==> config.mk <==
export PLATFORM = sky130hd
export DESIGN_NAME = manager_channel_bank
export DESIGN_NICKNAME = d
export VERILOG_FILES = /design/src/rtl/manager_chan_pkg.sv /design/src/rtl/manager_lane_fifo.sv /design/src/rtl/manager_channel_bank.sv
export SDC_FILE = /design/constraint.sdc
export NUM_CORES = 1
export LEC_CHECK = 0
export CAP_MARGIN = 15
export CORE_MARGIN = 8
export CORE_UTILIZATION = 50
export CTS_CLUSTER_SIZE = 10
export DETAILED_ROUTE_END_ITERATION = 7
export HOLD_SLACK_MARGIN = 0.06
export PLACE_DENSITY_LB_ADDON = 0.12
export SLEW_MARGIN = 15
export SYNTH_ARGS = -nofsm -noshare
export SYNTH_HDL_FRONTEND = slang
export SYNTH_SLANG_ARGS = --single-unit
==> constraint.sdc <==
create_clock -name i_clk -period 6.7 [get_ports i_clk]
set_input_delay 1.34 -clock i_clk [delete_from_list [all_inputs] [get_ports i_clk]]
set_output_delay 1.34 -clock i_clk [all_outputs]
set_load 0.02 [all_outputs]
==> src/rtl/manager_chan_pkg.sv <==
// Shared defaults and helpers for the manager channel bank.
// Lane slicing and modulo-depth pointer stepping live here.
package manager_chan_pkg;

    localparam int NUM_CH_DEF  = 4;
    localparam int DATA_W_DEF  = 8;
    localparam int BUF_D_DEF   = 7;
    localparam int OREG_EN_DEF = 0;

    // Low bit of lane `lane` in a packed vector of `width`-bit lanes.
    function automatic int lane_lo(input int lane, input int width);
        return lane * width;
    endfunction

    // Pointer step with explicit wrap; depth need not be a power of two.
    function automatic int ptr_inc(input int ptr, input int depth);
        return (ptr == depth - 1) ? 0 : ptr + 1;
    endfunction

endpackage

==> src/rtl/manager_lane_fifo.sv <==
// One buffered AXI-stream lane: storage, pointers, occupancy,
// optional output register, synchronous flush and status flags.
module manager_lane_fifo
    import manager_chan_pkg::*;
#(
    parameter int DATA_W    = 8,
    parameter int BUF_D     = 7,
    parameter int OREG_EN   = 0,
    parameter int AF_THRESH = 5,
    parameter int CNT_W     = 4
) (
    input  logic              i_clk,
    input  logic              i_rst,
    input  logic              i_flush,
    input  logic              s_vld,
    input  logic [DATA_W-1:0] s_data,
    output logic              s_rdy,
    output logic              m_vld,
    output logic [DATA_W-1:0] m_data,
    input  logic              m_rdy,
    output logic [CNT_W-1:0]  o_count,
    output logic              o_afull,
    output logic              o_empty
);

    localparam int CAP   = BUF_D + OREG_EN;
    localparam int PTR_W = (BUF_D > 1) ? $clog2(BUF_D) : 1;

    typedef logic [CNT_W-1:0] cnt_t;
    typedef logic [PTR_W-1:0] ptr_t;

    logic [DATA_W-1:0] mem [BUF_D];
    ptr_t wr_ptr;
    ptr_t rd_ptr;
    cnt_t cnt;
    cnt_t cnt_nxt;
    logic rdy_en;
    logic afull_q;
    logic empty_q;
    logic push;
    logic pop;
    logic rd_adv;
    logic full;

    assign full    = (cnt == cnt_t'(CAP));
    assign s_rdy   = rdy_en & ~full & ~i_flush;
    assign push    = s_vld & s_rdy;
    assign pop     = m_vld & m_rdy;
    assign o_count = cnt;
    assign o_afull = afull_q;
    assign o_empty = empty_q;

    // Storage write; contents need no reset since count gates visibility.
    always_ff @(posedge i_clk) begin
        if (push) mem[wr_ptr] <= s_data;
    end

    // Pointer update; flush rewinds both.
    always_ff @(posedge i_clk or negedge i_rst) begin
        if (!i_rst) begin
            wr_ptr <= '0;
            rd_ptr <= '0;
        end else if (i_flush) begin
            wr_ptr <= '0;
            rd_ptr <= '0;
        end else begin
            if (push) wr_ptr <= ptr_t'(ptr_inc(int'(wr_ptr), BUF_D));
            if (rd_adv) rd_ptr <= ptr_t'(ptr_inc(int'(rd_ptr), BUF_D));
        end
    end

    // Next occupancy: flush wins, then +1 push-only, -1 pop-only.
    always_comb begin
        cnt_nxt = cnt;
        if (i_flush)           cnt_nxt = '0;
        else if (push && !pop) cnt_nxt = cnt + cnt_t'(1);
        else if (pop && !push) cnt_nxt = cnt - cnt_t'(1);
    end

    // Occupancy and flags registered from the next count.
    always_ff @(posedge i_clk or negedge i_rst) begin
        if (!i_rst) begin
            cnt     <= '0;
            afull_q <= 1'b0;
            empty_q <= 1'b1;
            rdy_en  <= 1'b0;
        end else begin
            cnt     <= cnt_nxt;
            afull_q <= (cnt_nxt >= cnt_t'(AF_THRESH));
            empty_q <= (cnt_nxt == '0);
            rdy_en  <= 1'b1;
        end
    end

    generate
        if (OREG_EN != 0) begin : g_oreg
            logic              oreg_vld;
            logic [DATA_W-1:0] oreg_data;
            cnt_t              sc;
            logic              load;

            assign sc     = cnt - cnt_t'(oreg_vld);
            assign load   = (sc != '0) & (~oreg_vld | m_rdy) & ~i_flush;
            assign rd_adv = load;
            assign m_vld  = oreg_vld;
            assign m_data = oreg_data;

            // Output register refills in the same cycle it is popped.
            always_ff @(posedge i_clk or negedge i_rst) begin
                if (!i_rst) begin
                    oreg_vld  <= 1'b0;
                    oreg_data <= '0;
                end else if (i_flush) begin
                    oreg_vld  <= 1'b0;
                    oreg_data <= '0;
                end else if (load) begin
                    oreg_vld  <= 1'b1;
                    oreg_data <= mem[rd_ptr];
                end else if (m_rdy) begin
                    oreg_vld  <= 1'b0;
                end
            end
        end else begin : g_fwft
            assign rd_adv = pop;
            assign m_vld  = (cnt != '0);
            assign m_data = m_vld ? mem[rd_ptr] : '0;
        end
    endgenerate

    a_no_overflow : assert property (
        @(posedge i_clk) disable iff (!i_rst) push |-> (cnt != cnt_t'(CAP))
    );
    a_no_underflow : assert property (
        @(posedge i_clk) disable iff (!i_rst) pop |-> (cnt != '0)
    );

endmodule

==> src/rtl/manager_channel_bank.sv <==
// NUM_CH independent buffered AXI-stream lanes on one clock.
// Top level only slices packed vectors onto per-lane FIFOs.
module manager_channel_bank
    import manager_chan_pkg::*;
#(
    parameter int NUM_CH    = NUM_CH_DEF,
    parameter int DATA_W    = DATA_W_DEF,
    parameter int BUF_D     = BUF_D_DEF,
    parameter int OREG_EN   = OREG_EN_DEF,
    parameter int AF_THRESH = BUF_D - 2,
    parameter int CNT_W     = $clog2(BUF_D + 2)
) (
    input  logic                     i_clk,
    input  logic                     i_rst,
    input  logic [NUM_CH-1:0]        i_flush,
    input  logic [NUM_CH-1:0]        s_vld,
    input  logic [NUM_CH*DATA_W-1:0] s_data,
    output logic [NUM_CH-1:0]        s_rdy,
    output logic [NUM_CH-1:0]        m_vld,
    output logic [NUM_CH*DATA_W-1:0] m_data,
    input  logic [NUM_CH-1:0]        m_rdy,
    output logic [NUM_CH*CNT_W-1:0]  o_count,
    output logic [NUM_CH-1:0]        o_afull,
    output logic [NUM_CH-1:0]        o_empty
);

    for (genvar g = 0; g < NUM_CH; g++) begin : g_lane
        manager_lane_fifo #(
            .DATA_W    (DATA_W),
            .BUF_D     (BUF_D),
            .OREG_EN   (OREG_EN),
            .AF_THRESH (AF_THRESH),
            .CNT_W     (CNT_W)
        ) u_lane (
            .i_clk   (i_clk),
            .i_rst   (i_rst),
            .i_flush (i_flush[g]),
            .s_vld   (s_vld[g]),
            .s_data  (s_data[lane_lo(g, DATA_W) +: DATA_W]),
            .s_rdy   (s_rdy[g]),
            .m_vld   (m_vld[g]),
            .m_data  (m_data[lane_lo(g, DATA_W) +: DATA_W]),
            .m_rdy   (m_rdy[g]),
            .o_count (o_count[lane_lo(g, CNT_W) +: CNT_W]),
            .o_afull (o_afull[g]),
            .o_empty (o_empty[g])
        );
    end

endmodule

After elaboration in Yosys (flattened, before gate mapping)

Memory sizes are Yosys's and may differ from the RTL's.
Index checks and enable logic that the tools add are counted.

Output and inout port bits: 64
Memories kept: 4
Register bits after elaboration: 49
ROM bits: 0
Bits in latches: 0
Logic and storage cells: 161
Memory bits (writable): 224

Reductions and logical operators: 32
Muxes and demuxes: 48
Eq/ne operators: 12
Multipliers: 0
Divide/modulo/power cells: 0
Bitwise gates (word level): 24
Add/subtract/negate cells: 16
Shift operators: 0
Magnitude comparators: 4

Memory list:

| name                 | depth | bits a word | rd ports | clocked after Yosys merged registers in | wr ports | RTL line                | RTL |
|---|---|---|---|---|---|---|---|
| g_lane[0].u_lane.mem | 7     | 8           | 1        | 0                                       | 1        | manager_lane_fifo.sv:32 | `logic [DATA_W-1:0] mem [BUF_D];` |
| g_lane[1].u_lane.mem | 7     | 8           | 1        | 0                                       | 1        | manager_lane_fifo.sv:32 |  |
| g_lane[2].u_lane.mem | 7     | 8           | 1        | 0                                       | 1        | manager_lane_fifo.sv:32 |  |
| g_lane[3].u_lane.mem | 7     | 8           | 1        | 0                                       | 1        | manager_lane_fifo.sv:32 |  |

Operator list:

| cell                                                              | number |
|---|---|
| two-way mux 3 bit                                                 | 24 |
| two-way mux 4 bit                                                 | 12 |
| two-way mux 8 bit                                                 | 4 |
| adder 3 x 1 -> 3 bit, second input constant                       | 8 |
| equality test 3 x 2 -> 1 bit, second input constant               | 8 |
| adder 4 x 1 -> 4 bit, second input constant                       | 4 |
| AND 1 bit                                                         | 16 |
| equality test 4 x 3 -> 1 bit, second input constant               | 4 |
| greater-or-equal comparator 4 x 3 -> 1 bit, second input constant | 4 |
| logical NOT 4 bit                                                 | 4 |
| nonzero test 2 bit                                                | 8 |
| nonzero test 4 bit                                                | 4 |
| subtractor 4 x 1 -> 4 bit, second input constant                  | 4 |
| logical AND 1 bit                                                 | 8 |
| logical NOT 1 bit                                                 | 8 |
| two-way mux 1 bit                                                 | 8 |
| inverter 1 bit                                                    | 8 |

Logic depth before layout (Yosys ltp)

Word-level depth: 11
Gate-level depth with buffers: 9
Gate-level depth less buffers: 8

Hierarchy

Synthesis repeated with hierarchy kept, for this count alone.

Cell total of the unflattened synthesis: 806
Area total of the unflattened synthesis: 11,979.0 um^2

By module, submodules not included:

| module                                    | cells each | instances | area each (um^2) | sequential area each (um^2) |
|---|---|---|---|---|
| manager_lane_fifo at g_lane[1].u_lane ... | 200        | 3         | 2,981.6          | 2,008.2 |
| manager_lane_fifo at g_lane[0].u_lane     | 206        | 1         | 3,034.2          | 2,008.2 |

Least setup slack after synthesis

OpenSTA, ideal clock, no wires.

Kind: input-to-output
Start point: input port i_flush[3]
End point: output port s_rdy[3]
Path buffers: 2
Required time: 5,360 ps
Slack: 3,405 ps
Stages on the path: 4
Arrival: 1,955 ps
Cell sequence: clkbuf_1 -> inv_1 -> and3_1 -> buf_4

Cells in the longest elaborated chain, start to end: 2

RTL lines:

| element         | RTL line                   | RTL |
|---|---|---|
| start, declared | manager_channel_bank.sv:15 | `input logic [NUM_CH-1:0] i_flush,` |
| inverter 1 bit  | manager_lane_fifo.sv:46    | `assign s_rdy = rdy_en & ~full & ~i_flush;` |
| AND 1 bit       | manager_lane_fifo.sv:46    |  |
| end, declared   | manager_channel_bank.sv:18 | `output logic [NUM_CH-1:0] s_rdy,` |

Every way passes these cells.

Final worst setup path

Start point: input port i_flush[1]
End point: output port s_rdy[1]

The elaborated chain is that of the path after synthesis.

==> run metrics <==
overall via count from detail_route=7120; share of total power in sequential cells=38.8%; Die Outline Area=0.0289 mm2; Avg Cell Area, Syn=14.4 um2; slew of the pin with the lowest slew margin=1040 ps; cell area after synthesis=0.0119 mm2; fraction of the mapped netlist area in adder cells=0.843%; Critical-path top delay cell=clkdlybuf4s50_1; clock network power share=31.1%; Num CTS Buffers=34; global-route wire length before repair=40.0 mm; 1st-pass router iterations=5; critical path's largest stage delay=670 ps; via count of the first global-routing pass=7319; top_reg_cell synth=edfxtp_1; shortest period the worst path allows=4360 ps; Yosys warnings=0; antenna violations before repair=0; portion of netlist area occupied by mux cells=11.9%; largest family of logic cells by synthesized area=multiplexers; fraction of post-synthesis cell area in the top cell type by area=56.7%; leading cell type in the layout, fill and taps excluded=edfxtp_1; basic-gate share of the synthesized area counting and, or, nand and nor cells=10.4%; Placeable Area=0.0234 mm2; leading cell types by total area after synthesis=edfxtp_1, dfrtp_1, mux4_2, mux2i_1, nor2_1; quantity of gates resized following cts=0; proportion of register bits with asynchronous set or reset after synthesis=17.9%; Core Util, Final=60.9%; count of port buffers added during placement=109; Worst Path Max Fanout=14; number of setup buffers added after CTS=0; global-route usage over all layers=17.6%; half-perimeter wire length after placement=16.3 mm; max_slew headroom=30.3%; clock insertion delay at the later pin of the skew report=490 ps; die extent in y=170 um; data arrival time of the critical path=3020 ps; CTS H-Tree Depth=2; Cell Chain, Critical Path=clkdlybuf4s50_1, nor3b_1, clkdlybuf4s50_1; area growth from synthesis to layout=20.1%; Iteration-0 DRC Markers=593; TritonCTS clock tree=done; total of max-cap violations=0; Min-Delay Path Class=flop to flop; Antenna Nets Post-Route=0; kind of cell adding the most delay to the critical path=buffers and inverters; type of destination of the critical path=primary output; Die W=170 um; net switching power=1.73 mW; detailed-route wire length per cell=20.1 um; worst clock skew=12.4 ps; gr ovfl total=0; initial core utilization=50.7%; WP data required=5360 ps; Max Buffers Root-to-Sink=3; share of synthesized area occupied by flip-flops and latches=67.0%; leakage power=4.73 nW; Post-synth EDFFs=224; Residual DRC=0; final net count=976; Fin. Hold Viols=0; TritonCTS sink count=273; final estimated routing congestion in global placement=0.852; Critical Setup Path Class=input pin to primary output; fraction of layout cells with a size suffix above 1=12.4%; xor and xnor area share after synthesis=0.516%; Power Density=387 mW/mm2; run status=completed; routed vias/inst=5.62; number of standard cells after synthesis=824; final max-slew violation count=0; synthesized net count=878; portion of the clock cycle consumed by the worst path in the final layout=65.0%; Fin Setup TNS=0 ps; WL final=25.4 mm; switching power share of the total=31.4%; RSZ-0062 raised after global routing=false; library cell occupying the most area in the post-synthesis netlist=edfxtp_1; Boundary Pins=110; combinational cell fraction of total power=30.1%; commonest non-fill, non-tap cells in the layout=edfxtp_1, clkdlybuf4s50_1, nor2_1; nature of the critical path startpoint=input pin; # diodes=0; number of distinct standard cells referenced by the synthesized netlist=62; maximum resistive drop on vdd=0.249 mV; count of standard-cell rows=56; clock root cell=clkbuf_16; count of state elements after synthesis=273; most common cell type on the critical path=clkdlybuf4s50_1; hold-fix buffer count after cts=0; largest net degree at the start of global routing=50; maximum clock rate=230 MHz; Reg clk slew, reported paths=60 ps; buffering stage count on the worst path with inverters included=2; Synth Area in Compound Gates=5.97%; final number of setup-violating endpoints=0; internal portion of total power=3.78 mW
## stage by stage
| stage | power [mW] | area, um2 | worst slack [ps] | cells | hold slack (ps) |
|---|---|---|---|---|---|
| floorplan | 3.20 | 11900 | 3410 | 824 | 571 |
| global placement | 3.80 | 13200 | 2260 | 1204 | 577 |
| detailed placement | 3.84 | 13200 | 2300 | 1204 | 616 |
| CTS | 5.56 | 14200 | 2190 | 1266 | 647 |
| global route | 5.78 | 14300 | 2240 | 1267 | 679 |
| finish | 5.51 | 14300 | 2340 | 1267 | 651 |
## per-layer routing
layer / vias up / wire, um / track usage, %
li1: 3309 / - / -
met1: 3556 / 10600 / 22.1
met2: 207 / 12600 / 29.7
met3: 48 / 1610 / 4.43
met4: 0 / 584 / 5.42
met5: - / 0 / 0
## logic make-up (layout without fill, tap and decap cells)
group           after synthesis  in the layout
compound gates              113            113
xor+xnor                      7              7
fa+ha+maj                     8              8
buf+inv                      81            205
flops                       273            273
mux                         100            100
other cells                   1              1
simple gates                241            241
## path summary, 6_finish.rpt
| kind | to | cells after the start | slack [ps] | start |
|---|---|---|---|---|
| max in group asynchronous | g_lane[3].u_lane.rd_ptr[0]$_DFFE_PN0P_ | 2 | 5240 | i_rst |
| max | s_rdy[1] | 3 | 2340 | i_flush[1] |
| min reg2reg | g_lane[0].u_lane.wr_ptr[2]$_DFFE_PN0P_ | 1 | 650 | g_lane[0].u_lane.wr_ptr[2]$_DFFE_PN0P_ |
| min | g_lane[0].u_lane.wr_ptr[2]$_DFFE_PN0P_ | 1 | 650 | g_lane[0].u_lane.wr_ptr[2]$_DFFE_PN0P_ |
| max reg2reg | g_lane[1].u_lane.o_afull$_DFF_PN0_ | 8 | 3690 | g_lane[1].u_lane.o_count[0]$_DFF_PN0_ |
| min in group asynchronous | g_lane[0].u_lane.rd_ptr[2]$_DFFE_PN0P_ | 2 | 970 | i_rst |
## cell usage after synthesis (all sizes together), types with 10 or more instances
| cell | number |
|---|---|
| a21oi | 22 |
| buf | 30 |
| clkbuf | 28 |
| dfrtp | 45 |
| edfxtp | 224 |
| inv | 23 |
| mux2i | 65 |
| mux4 | 32 |
| nand2 | 64 |
| nand3b | 12 |
| nor2 | 73 |
| nor3 | 23 |
| nor3b | 10 |
| o21ai | 49 |
## cell type report
type	instances	area [um2]
clock buffer	59	1020
clock inverter	3	41.3
fill	1801	9150
inverter	23	88.8
multi-input combinational	470	3570
sequential	273	7960
tap	319	399
timing repair buffer	120	1180
## sequential cells by signal, summed over array words and instances (netlist names)
signal,cells
g_lane.u_lane.mem,224
g_lane.u_lane.o_count,16
g_lane.u_lane.rd_ptr,12
g_lane.u_lane.wr_ptr,12
g_lane.u_lane.o_afull,4
g_lane.u_lane.o_empty,4
g_lane.u_lane.rdy_en,1
## power groups by stage
| stage | sequential, mW | combinational, mW | clock (mW) |
|---|---|---|---|
| 6_report | 2.14 | 1.66 | 1.71 |
| 5_1_grt | 2.16 | 1.79 | 1.82 |
| 4_1_cts | 2.15 | 1.66 | 1.75 |
| 3_5_place_dp | 2.19 | 1.65 | 0 |
| 3_3_place_gp | 2.18 | 1.62 | 0 |
| 2_1_floorplan | 2.09 | 1.12 | 0 |
No activity file was read; power rests on OpenSTA's default activity.
